<file path="config.mk">
export PLATFORM = sky130hd
export DESIGN_NAME = pipe_stage_reg
export DESIGN_NICKNAME = d
export VERILOG_FILES = /design/src/rtl/pipe_pkg.sv /design/src/rtl/pipe_slot.sv /design/src/rtl/pipe_stage_reg.sv
export SDC_FILE = /design/constraint.sdc
export NUM_CORES = 1
export LEC_CHECK = 0
export ABC_AREA = 1
export CAP_MARGIN = 20
export CORE_MARGIN = 5
export CORE_UTILIZATION = 35
export CTS_CLUSTER_DIAMETER = 30
export DETAILED_ROUTE_END_ITERATION = 6
export PLACE_DENSITY = 0.63
export SLEW_MARGIN = 10
export SYNTH_ARGS = -nofsm -noshare
export SYNTH_HDL_FRONTEND = slang
export SYNTH_HIERARCHICAL = 1
export SYNTH_SLANG_ARGS = --single-unit
</file>
<file path="constraint.sdc">
create_clock -name clk -period 2.1 [get_ports clk]
set_clock_uncertainty 0.05 [all_clocks]
set_input_delay 0.63 -clock clk [delete_from_list [all_inputs] [get_ports clk]]
set_output_delay 0.63 -clock clk [all_outputs]
set_load 0.02 [all_outputs]
</file>
<file path="src/rtl/pipe_pkg.sv">
// Shared constants for the pipeline stage registers.
// Default payload widths per stage boundary and the reset PC.
package pipe_pkg;

  localparam int IF_ID_W  = 64;
  localparam int ID_EX_W  = 160;
  localparam int EX_MEM_W = 112;
  localparam int MEM_WB_W = 72;

  localparam logic [31:0] RESET_PC = 32'h1000_0000;

endpackage

</file>
<file path="src/rtl/pipe_slot.sv">
// One payload register with valid bit.
// Clear returns the payload to RESET_VALUE and wins over load.
module pipe_slot
  import pipe_pkg::*;
#(
  parameter int               WIDTH       = 32,
  parameter logic [WIDTH-1:0] RESET_VALUE = '0
) (
  input  logic             clk,
  input  logic             rst,
  input  logic             i_load,
  input  logic             i_clr,
  input  logic [WIDTH-1:0] i_d,
  output logic             o_valid,
  output logic [WIDTH-1:0] o_q
);

  logic             r_valid;
  logic [WIDTH-1:0] r_q;

  always_ff @(posedge clk or posedge rst) begin
    if (rst) begin
      r_valid <= 1'b0;
      r_q     <= RESET_VALUE;
    end else if (i_clr) begin
      r_valid <= 1'b0;
      r_q     <= RESET_VALUE;
    end else if (i_load) begin
      r_valid <= 1'b1;
      r_q     <= i_d;
    end
  end

  assign o_valid = r_valid;
  assign o_q     = r_q;

endmodule

</file>
<file path="src/rtl/pipe_stage_reg.sv">
// Generic valid/ready pipeline stage register with optional skid entry,
// synchronous flush and a saturating back-pressure counter.
module pipe_stage_reg
  import pipe_pkg::*;
#(
  parameter int               WIDTH       = 32,
  parameter logic [WIDTH-1:0] RESET_VALUE = '0,
  parameter int               SKID        = 1,
  parameter int               CNT_W       = 16
) (
  input  logic             clk,
  input  logic             rst,
  input  logic             s_valid,
  output logic             s_ready,
  input  logic [WIDTH-1:0] s_data,
  input  logic             flush,
  output logic             m_valid,
  input  logic             m_ready,
  output logic [WIDTH-1:0] m_data,
  output logic [CNT_W-1:0] stall_cnt,
  input  logic             stall_clr
);

  localparam logic [CNT_W-1:0] CNT_MAX = '1;

  logic             w_in_xfer;
  logic             w_out_xfer;
  logic             w_main_load;
  logic             w_main_clr;
  logic [WIDTH-1:0] w_main_d;
  logic             w_main_valid;
  logic [WIDTH-1:0] w_main_q;
  logic [CNT_W-1:0] r_stall_cnt;

  assign w_in_xfer  = s_valid & s_ready & ~flush;
  assign w_out_xfer = w_main_valid & m_ready;

  pipe_slot #(
    .WIDTH       (WIDTH),
    .RESET_VALUE (RESET_VALUE)
  ) u_main (
    .clk     (clk),
    .rst     (rst),
    .i_load  (w_main_load),
    .i_clr   (w_main_clr),
    .i_d     (w_main_d),
    .o_valid (w_main_valid),
    .o_q     (w_main_q)
  );

  if (SKID == 0) begin : g_single
    assign s_ready     = ~w_main_valid | m_ready;
    assign w_main_load = w_in_xfer;
    assign w_main_clr  = flush | (w_out_xfer & ~w_in_xfer);
    assign w_main_d    = s_data;
  end else begin : g_skid
    logic             w_skid_load;
    logic             w_skid_clr;
    logic             w_skid_valid;
    logic [WIDTH-1:0] w_skid_q;
    logic             w_skid_mv;
    logic             w_main_take;
    logic             w_skid_nxt;
    logic             r_s_ready;

    // s_ready is low whenever skid is full, so skid refill and
    // direct input loads into main never coincide.
    assign w_skid_mv   = w_skid_valid & w_out_xfer;
    assign w_main_take = w_in_xfer & (~w_main_valid | m_ready);
    assign w_main_load = w_skid_mv | w_main_take;
    assign w_main_d    = w_skid_valid ? w_skid_q : s_data;
    assign w_main_clr  = flush | (w_out_xfer & ~w_main_load);

    assign w_skid_load = w_in_xfer & w_main_valid & ~m_ready;
    assign w_skid_clr  = flush | w_skid_mv;

    pipe_slot #(
      .WIDTH       (WIDTH),
      .RESET_VALUE (RESET_VALUE)
    ) u_skid (
      .clk     (clk),
      .rst     (rst),
      .i_load  (w_skid_load),
      .i_clr   (w_skid_clr),
      .i_d     (s_data),
      .o_valid (w_skid_valid),
      .o_q     (w_skid_q)
    );

    assign w_skid_nxt = w_skid_load |
                        (w_skid_valid & ~w_skid_mv);

    always_ff @(posedge clk or posedge rst) begin
      if (rst)
        r_s_ready <= 1'b1;
      else if (flush)
        r_s_ready <= 1'b1;
      else
        r_s_ready <= ~w_skid_nxt;
    end

    assign s_ready = r_s_ready;
  end

  always_ff @(posedge clk or posedge rst) begin
    if (rst)
      r_stall_cnt <= '0;
    else if (stall_clr)
      r_stall_cnt <= '0;
    else if (w_main_valid & ~m_ready & (r_stall_cnt != CNT_MAX))
      r_stall_cnt <= r_stall_cnt + 1'b1;
  end

  assign m_valid   = w_main_valid;
  assign m_data    = w_main_q;
  assign stall_cnt = r_stall_cnt;

endmodule

</file>
==> flow_summary_export.csv, run 1 <==
group,metric,value,unit
timing,slew_viol_final,0,
global_route,antenna_found_initial,0,
yosys,netlist_area,4190,um2
timing,fin_crit_sh,96.4,%
final_layout,fill_cells,1153,
final_layout,postLayoutCoreUtil,47.3,%
timing,worst_slew_pin_slew,0.489,ns
timing,final.min_clock_period,2.03,ns
timing,grt_setup_unrepaired,"no",
critical_path,crit_required,1.42,ns
yosys,synth_top_area_share,49.0,%
timing,finalHoldViolations,0,
yosys,synth_cell_types,25,
yosys,synth.largest_area_cell,"dfrtp_1",
global_route,grt_pass1_vias,3950,
final_layout,multiInputGateArea,1860,um2
hold_path,hold_depth,2,
yosys,yosys-top-cells-area,"dfrtp_1, nand2_1, nand3_1",
critical_path,cp.arrival,1.35,ns
final_layout,final_cell_area,5610,um2
global_route,grt_pass1_wl,19200,um
power_and_ir_drop,ir_drop,355,uV
yosys,syn_avg_cell_area,7.55,um2
timing,fin_ws,0.0749,ns
critical_path,cp_top_family,"buffers and inverters",
die,core,11900,um2
yosys,syn_nets,594,
final_layout,finalNetCount,695,
critical_path,reg2reg_depth,8,
die,rows,40,
timing,max-slew-margin-rel,67.3,%
final_layout,drive_above_1_share,10.0,%
power_and_ir_drop,total_power,0.00380,W
yosys,ys_warn_count,6,
drt,vias,3892,
critical_path,slowest_stage,"clkdlybuf4s50_1",
global_route,grt_remaining_overflow,0,
final_layout,area_growth,33.9,%
critical_path,crit_type,"flip-flop to output port",
run,cap_violations,0,
yosys,synthCells,555,
drt,drcViolationCount,0,
critical_path,crit_chain,"clkdlybuf4s50_1",
final_layout,ff_latch_area,2080,um2
timing,setup_violations,0,
critical_path,critPathMaxStageDelay,0.67,ns
place,place_hpwl,8030,um
cts,tritoncts.num_buffers,9,
yosys,yosys_register_bits,83,
place,dpl-instance-area,5260,um2
power_and_ir_drop,power_leakage,3.01,nW
critical_path,crit_fanout,2,
place,gp_congestion,0.839,
critical_path,end_kind,"output port",
drt,vias_per_cell,4.82,
critical_path,cp-start-kind,"flip-flop",
power_and_ir_drop,cellPowerDensity,677,nW/um2
hold_path,hold_path_class,"flip-flop to flip-flop",
drt,ant_nets,0,
cts,clock-sinks,83,
final_layout,num_antenna_cells,0,
critical_path,crit_cells,1,
die,fp.dieH,119,um
cts,clock_latency,0.34,ns
place,port_buffers,87,
timing,fmax,0.494,GHz
global_route,grt_max_degree,35,
global_route,grt_usage,16.8,%
cts,cts-htree-levels,3,
drt,drt-initial-drc-count,197,
drt,drt-wirelength-per-cell,14.4,um
die,start_util,35.3,%
drt,dr.pass1.iters,4,
cts,clk_path_buf_depth,2,
die,die_x,119,um
cts,clockRootBuffer,"clkbuf_16",
cts,tritoncts,"done",
place,place_ws,-0.469,ns
status,status,"finished clean",
cts,postCtsSetupBuffers,0,
critical_path,path_buf_inv,1,
yosys,synth_seq_area_share,49.6,%
drt,wirelength,11600,um
die,io_pins,88,
die,dieArea,14300,um2
cts,clkSlewWorstSetupHoldPaths,0.06,ns
-- layer usage --
layer | up-vias | global-route usage, % | part of all wire (%)
met2 | 104 | 28.6 | 48
met3 | 15 | 4.46 | 7.3
li1 | 1951 | - | -
met5 | - | 0 | 0
met1 | 1822 | 20.5 | 43
met4 | 0 | 5.87 | 1.7
-- state kept, by name, indices dropped and copies added (netlist names) --
| signal | count |
|---|---|
| g_skid.u_skid/o_q | 32 |
| g_skid.u_skid/o_valid | 1 |
| s_ready | 1 |
| stall_cnt | 16 |
| u_main/o_q | 32 |
| u_main/o_valid | 1 |
-- cells in the mapped netlist (all sizes together) --
cell type and count:
xnor2 1, nand4 10, ha 1, nand2 281, buf 22, clkbuf 7
o22ai 1, nand3 81, o21ai 5, dfstp 1, a31oi 1, clkinv 1
nor2 34, xor2 2, inv 20, dfrtp 82, a21oi 5
-- cells by family after synthesis --
logic type	count (synthesis)	synth area share (%)
compound gates	12	1.58
xor+xnor	3	0.627
fa+ha+maj	1	0.299
buf+inv	50	7.38
flops	83	49.6
simple gates	406	40.5
-- worst paths after layout --
path                                      start  slack (ns)                    to
hold / removal             g_skid.u_skid/o_q[9]        0.42  g_skid.u_skid/o_q[9]
hold reg to reg            g_skid.u_skid/o_q[9]        0.42  g_skid.u_skid/o_q[9]
max in group asynchronous                   rst        1.01        u_main/o_q[28]
setup / recovery                  u_main/o_q[4]        0.07             m_data[4]
min in group asynchronous                   rst        0.66          stall_cnt[3]
setup reg to reg                        s_ready        0.34        u_main/o_q[18]
-- area by class of cell --
| cell class | count | area share, % |
|---|---|---|
| timing repair buffer | 117 | 19.5 |
| multi-input combinational | 424 | 33.2 |
| clock inverter | 5 | 1.41 |
| clock buffer | 10 | 4.08 |
| inverter | 21 | 1.43 |
| tap | 147 | 3.28 |
| sequential | 83 | 37.1 |
-- stage by stage --
| stage | cells | TNS, ns | hold WS (ns) |
|---|---|---|---|
| final | 807 | 0 | 0.420 |
| after global routing | 807 | 0 | 0.435 |
| after global placement | 790 | -26.34 | 0.403 |
| after floorplan | 555 | 0 | 0.392 |
| after CTS | 807 | 0 | 0.424 |
| after detailed placement | 790 | -28.98 | 0.409 |
-- power breakdown --
part,switching [W],internal [W],total (W),leakage [nW]
clock,0.000626,0.00103,0.00166,0.152
sequential,0.0000252,0.00164,0.00167,1.14
combinational,0.000275,0.000200,0.000475,1.72
total,0.000926,0.00287,0.00380,3.01
-- placed cells by master, fill, tap and decap left out, drive strengths merged --
| master | n |
|---|---|
| a21oi | 5 |
| a31oi | 1 |
| buf | 30 |
| bufinv | 2 |
| clkbuf | 10 |
| clkdlybuf4s50 | 69 |
| clkinv | 4 |
| dfrtp | 82 |
| dfstp | 1 |
| dlygate4sd2 | 12 |
| dlymetal6s2s | 6 |
| ha | 1 |
| inv | 20 |
| nand2 | 281 |
| nand3 | 81 |
| nand4 | 10 |
| nor2 | 36 |
| o21ai | 5 |
| o22ai | 1 |
| xnor2 | 1 |
| xor2 | 2 |
-- worst min-delay path: stages, from the launching register on --
cell	delay, ns
dfrtp_1	0.34
nand2_1	0.05
nand2_1	0.05
-- timing repair --
action / 4_1_cts / 5_1_grt
pin swaps: 2 / 0
cloned: 2 / 0
hold buffers: 0 / 0
endpoints found under the setup margin: 76 / 33
gates resized for setup: 16 / 8
hold endpoints to repair: 0 / 0
No activity file was read; power rests on OpenSTA's default activity.
==> inputs of run 2 (changes only) <==
--- a/config.mk
+++ b/config.mk
@@ -7,11 +7,13 @@
 export LEC_CHECK = 0
 export ABC_AREA = 1
 export CAP_MARGIN = 20
+export CELL_PAD_IN_SITES_DETAIL_PLACEMENT = 1
+export CELL_PAD_IN_SITES_GLOBAL_PLACEMENT = 2
 export CORE_MARGIN = 5
-export CORE_UTILIZATION = 35
+export CORE_UTILIZATION = 29
 export CTS_CLUSTER_DIAMETER = 30
 export DETAILED_ROUTE_END_ITERATION = 6
-export PLACE_DENSITY = 0.63
+export PLACE_DENSITY = 0.85
 export SLEW_MARGIN = 10
 export SYNTH_ARGS = -nofsm -noshare
 export SYNTH_HDL_FRONTEND = slang
==> flow_summary_export.csv, run 2 (same netlist as run 1, synthesis figures left out) <==
group,metric,value,unit
status,status,"finished clean",
final_layout,area_growth,36.6,%
place,port_buffers,87,
final_layout,num_antenna_cells,0,
critical_path,crit_chain,"clkdlybuf4s50_1",
global_route,grt_pass1_wl,21200,um
critical_path,crit_cells,1,
drt,ant_nets,0,
cts,clkSlewWorstSetupHoldPaths,0.07,ns
power_and_ir_drop,swShare,25.0,%
final_layout,drive_above_1_share,10.3,%
power_and_ir_drop,cellPowerDensity,661,nW/um2
cts,clock-sinks,83,
hold_path,hold_path_class,"flip-flop to flip-flop",
critical_path,crit_fanout,4,
place,place_hpwl,9140,um
final_layout,most-common-layout-cells,"nand2_1, dfrtp_1, nand3_1, clkdlybuf4s50_1",
global_route,grt_max_degree,35,
cts,cts-htree-levels,3,
drt,drt-wirelength-per-cell,15.6,um
power_and_ir_drop,ir_drop,278,uV
global_route,grt_remaining_overflow,0,
final_layout,final_cell_area,5720,um2
critical_path,worstReg2RegStart,"s_ready",
place,place_inst,826,
critical_path,timing.rr.end,"g_skid.u_skid/o_q[26]",
hold_path,hold_depth,2,
die,die_x,130,um
die,rows,44,
critical_path,crit_type,"flip-flop to output port",
critical_path,crit_required,1.42,ns
final_layout,ff_latch_area,2080,um2
drt,top_layer,"met4",
run,cap_violations,0,
global_route,antenna_found_initial,0,
final_layout,final_common_cell,"nand2_1",
critical_path,slowest_stage,"clkdlybuf4s50_1",
timing,finalHoldViolations,0,
die,start_util,29.2,%
power_and_ir_drop,p_seq_share,44.0,%
global_route,grt_pass1_vias,4095,
critical_path,path_buf_inv,1,
timing,fin_crit_sh,97.2,%
drt,vias,3935,
die,io_pins,88,
power_and_ir_drop,clkPwrFrac,42.6,%
critical_path,cp_top_family,"buffers and inverters",
drt,wl_met3,452,um
power_and_ir_drop,combPwrFrac,13.4,%
drt,m1WireLength,6230,um
timing,grt_setup_unrepaired,"no",
critical_path,cp-start-kind,"flip-flop",
drt,drcViolationCount,0,
cts,tritoncts,"done",
timing,tns,0,ns
cts,tritoncts.num_buffers,9,
power_and_ir_drop,internal_power,0.00284,W
drt,drt-initial-drc-count,168,
die,dieArea,17000,um2
hold_path,hp-start,"u_main/o_q[26]",
final_layout,finalNetCount,697,
power_and_ir_drop,power_leakage,2.96,nW
critical_path,cp.arrival,1.36,ns
timing,setup_violations,0,
final_layout,final_cells,846,
place,gp_congestion,0.791,
final_layout,multiInputGateArea,1860,um2
timing,worst_slew_pin_slew,0.569,ns
timing,slew_viol_final,0,
drt,vias_per_cell,4.65,
critical_path,critPathMaxStageDelay,0.62,ns
final_layout,fill_cells,1777,
die,fp.dieH,130,um
die,core,14400,um2
hold_path,hold_end,"u_main/o_q[26]",
critical_path,end_kind,"output port",
critical_path,reg2reg_depth,8,
cts,clock_latency,0.34,ns
place,dpl-instance-area,5330,um2
critical_path,rrSetupSlack,0.36,ns
timing,final.min_clock_period,2.04,ns
global_route,grt_usage,16.2,%
timing,fmax,0.490,GHz
cts,clk_path_buf_depth,2,
timing,max-slew-margin-rel,61.9,%
drt,wirelength,13200,um
drt,dr_wl_met2,6360,um
drt,dr.pass1.iters,6,
power_and_ir_drop,switchingPower,0.000947,W
cts,clockRootBuffer,"clkbuf_16",
-- run 2: metal layers --
layer	global-route usage (%)	vias to the layer above
met5	0	-
met4	5.68	0
met3	2.50	12
met2	26.9	71
li1	-	1965
met1	21.4	1887
-- run 2: worst min-delay path: stages, from the launching register on --
cell	delay, ns
dfrtp_1	0.34
nand2_1	0.05
nand2_1	0.04
-- run 2: power groups by stage --
stage,registers [W],logic (W),clock network [W]
after floorplan,0.00173,0.000204,0
after global placement,0.00169,0.000469,0
after detailed placement,0.00170,0.000478,0
after CTS,0.00167,0.000494,0.00167
after global routing,0.00167,0.000551,0.00173
final,0.00167,0.000506,0.00161
-- run 2: area by class of cell --
class | instances | share of cell area (%)
clock inverters | 4 | 0.875
repair buffers | 119 | 20.5
well taps | 184 | 4.02
flip-flops and latches | 83 | 36.3
clock buffers | 11 | 4.42
inverters | 21 | 1.40
multi-input cells | 424 | 32.5
-- run 2: repair_timing --
action                                  4_1_cts  5_1_grt
endpoints found under the setup margin       76       53
setup buffers                                 0        3
cloned                                        2        0
resized for setup                            17        5
pin swaps                                     2        3
hold buffers                                  0        0
-- run 2: per-stage QoR --
| stage | power (W) | worst slack, ns | hold slack [ns] | util [%] |
|---|---|---|---|---|
| after floorplan | 0.00194 | 0.290 | 0.392 | - |
| after global placement | 0.00216 | -0.385 | 0.403 | 37.1 |
| after detailed placement | 0.00217 | -0.498 | 0.409 | 37.1 |
| after CTS | 0.00383 | 0.00240 | 0.425 | 39.3 |
| after global routing | 0.00396 | 0.0103 | 0.450 | 39.8 |
| final | 0.00378 | 0.0596 | 0.417 | 39.8 |
-- run 2: how the worst max path moves through the flow --
stage	start	to
CTS	stall_cnt[1]	stall_cnt[1]
finish	stall_cnt[0]	stall_cnt[0]
global placement	m_ready	u_main/o_q[5]
detailed placement	m_ready	u_main/o_q[14]
floorplan	m_ready	u_main/o_q[11]
global route	m_ready	u_main/o_q[31]
==> inputs of run 3 (changes only) <==
--- a/config.mk
+++ b/config.mk
@@ -5,12 +5,12 @@
 export SDC_FILE = /design/constraint.sdc
 export NUM_CORES = 1
 export LEC_CHECK = 0
-export ABC_AREA = 1
+export ABC_CLOCK_PERIOD_IN_PS = 2100
 export CAP_MARGIN = 20
 export CELL_PAD_IN_SITES_DETAIL_PLACEMENT = 1
 export CELL_PAD_IN_SITES_GLOBAL_PLACEMENT = 2
 export CORE_MARGIN = 5
-export CORE_UTILIZATION = 29
+export CORE_UTILIZATION = 33
 export CTS_CLUSTER_DIAMETER = 30
 export DETAILED_ROUTE_END_ITERATION = 6
 export PLACE_DENSITY = 0.85
==> flow_summary_export.csv, run 3 <==
group,metric,value,unit
global_route,grt_remaining_overflow,0,
power_and_ir_drop,cellPowerDensity,694,nW/um2
drt,ant_nets,0,
yosys,ys_warn_count,6,
critical_path,cp_top_family,"buffers and inverters",
run,cap_violations,0,
critical_path,critPathMaxStageDelay,0.64,ns
critical_path,crit_required,1.42,ns
final_layout,final_common_cell,"dfrtp_1",
global_route,grt_util_met3,4.27,%
drt,vias,3196,
global_route,grt_max_degree,36,
die,rows,41,
hold_path,hold_path_class,"flip-flop to flip-flop",
place,place_ws,-0.470,ns
final_layout,finalNetCount,514,
critical_path,cp.arrival,1.39,ns
yosys,synth-async-reset-ratio,100,%
place,gp_congestion,0.825,
global_route,antenna_found_initial,0,
critical_path,worstReg2RegStart,"stall_cnt[1]",
place,port_buffers,87,
timing,finalHoldViolations,0,
drt,drt-initial-drc-count,106,
timing,tns,0,ns
yosys,syn_nets,408,
yosys,syn_avg_cell_area,11.2,um2
timing,slew_viol_final,0,
global_route,grt_util_met1,20.1,%
critical_path,reg2reg_depth,5,
yosys,yosys-top-cells-area,"dfrtp_1, mux2i_1, mux2_2",
critical_path,startpoint,"stall_cnt[1]",
drt,wirelength,11700,um
critical_path,crit_cells,1,
cts,tritoncts.num_buffers,9,
die,start_util,33.2,%
cts,clkSlewWorstSetupHoldPaths,0.06,ns
die,core,12500,um2
drt,vias_per_cell,4.90,
die,io_pins,88,
place,place_hpwl,7800,um
yosys,synth_edf_count,0,
yosys,netlist_area,4140,um2
drt,drt-wirelength-per-cell,18.0,um
yosys,synth_seq_area_share,50.2,%
cts,cts-htree-levels,3,
yosys,synth.largest_area_cell,"dfrtp_1",
yosys,ys.flop_type,"dfrtp_1",
timing,fin_crit_sh,98.4,%
cts,clock_latency,0.34,ns
yosys,yosys_register_bits,83,
critical_path,crit_type,"flip-flop to output port",
final_layout,final_cells,652,
global_route,grt_pass1_vias,3491,
cts,clock-sinks,83,
critical_path,endpoint,"stall_cnt[1]",
cts,tritoncts,"done",
yosys,synth_top_area_share,49.5,%
cts,cts-hold-fix-buffers,0,
timing,max-slew-margin-rel,56.6,%
critical_path,crit_fanout,4,
final_layout,drive_above_1_share,20.0,%
critical_path,path_buf_inv,1,
die,fp.dieH,122,um
yosys,synth_cell_types,36,
die,dieArea,14900,um2
drt,dr.pass1.iters,4,
timing,fin_ws,0.0327,ns
timing,final.min_clock_period,2.07,ns
timing,whs,0.469,ns
final_layout,most-common-layout-cells,"dfrtp_1, nor2_1, clkdlybuf4s50_1, mux2i_1, mux2_2",
critical_path,rrSetupSlack,0.10,ns
timing,setup_violations,0,
critical_path,slowest_stage,"clkdlybuf4s50_1",
global_route,grt_usage,15.8,%
critical_path,timing.rr.end,"stall_cnt[3]",
global_route,top_usage_layer,"met2",
final_layout,num_antenna_cells,0,
yosys,synthCells,369,
timing,fmax,0.484,GHz
status,status,"finished clean",
cts,clk_path_buf_depth,2,
global_route,use_met2,26.3,%
yosys,synth.most_common_cell,"dfrtp_1",
drt,drcViolationCount,0,
critical_path,crit_chain,"clkdlybuf4s50_1",
cts,clockRootBuffer,"clkbuf_16",
global_route,grt_pass1_wl,18100,um
power_and_ir_drop,power_leakage,2.49,nW
timing,grt_setup_unrepaired,"yes",
power_and_ir_drop,ir_drop,466,uV
die,die_x,122,um
critical_path,cp-start-kind,"flip-flop",
place,place_inst,632,
critical_path,end_kind,"output port",
timing,worst_slew_pin_slew,0.644,ns
final_layout,area_growth,39.4,%
yosys,ys_top_cells_by_count,"dfrtp_1, nor2_1, mux2i_1, mux2_2, a21oi_1",
==> run 3: area by class of cell <==
type                            instances  area [um2]
Sequential cell                        83        2080
Clock buffer                           11         243
Fill cell                            1354        6690
Timing Repair Buffer                  118        1230
Tap cell                              172         215
Inverter                                9        33.8
Clock inverter                          5         100
Multi-Input combinational cell        254        1870
==> run 3: how the worst min path moves through the flow <==
stage	from	end	slack [ns]	cells after the start
4_1_cts	g_skid.u_skid/o_q[24]	g_skid.u_skid/o_q[24]	0.47	2
5_1_grt	g_skid.u_skid/o_q[17]	g_skid.u_skid/o_q[17]	0.50	2
6_report	g_skid.u_skid/o_q[27]	g_skid.u_skid/o_q[27]	0.47	2
3_5_place_dp	g_skid.u_skid/o_q[24]	g_skid.u_skid/o_q[24]	0.46	2
3_3_place_gp	g_skid.u_skid/o_q[8]	g_skid.u_skid/o_q[8]	0.45	2
2_1_floorplan	g_skid.u_skid/o_valid	g_skid.u_skid/o_valid	0.41	2
==> run 3: logic make-up after synthesis <==
| group | count (synthesis) | share of synthesized area (%) |
|---|---|---|
| adder cells (fa/ha/maj) | 1 | 0.302 |
| flip-flops | 83 | 50.2 |
| multiplexers | 102 | 25.8 |
| AO/OA/AOI/OAI | 28 | 4.32 |
| AND/OR/NAND/NOR | 123 | 13.7 |
| buffers and inverters | 32 | 5.80 |
==> run 3: power by group <==
part	total [W]	internal, W	leakage [nW]	switching [W]
combinational	0.000495	0.000252	1.18	0.000243
clock	0.00184	0.00119	0.169	0.000652
sequential	0.00167	0.00164	1.14	0.0000281
==> run 3: metal layers <==
metal	wire [um]	up-vias
met1	5300	1621
met4	128	0
met2	5790	66
met5	0	-
met3	490	10
li1	-	1499
==> run 3: stage by stage <==
step / power [W] / cell area (um2) / utilization, %
3_3_place_gp: 0.00218 / 5320 / 42.7
3_5_place_dp: 0.00220 / 5320 / 42.7
5_1_grt: 0.00417 / 5770 / 46.3
2_1_floorplan: 0.00195 / 4140 / -
6_report: 0.00401 / 5770 / 46.3
4_1_cts: 0.00406 / 5670 / 45.5
==> run 3: timing repair <==
action,4_1_cts,5_1_grt
pin swaps,2,1
gates cloned,0,3
resized for setup,17,6
endpoints found under the setup margin,15,14
buffers inserted,0,1
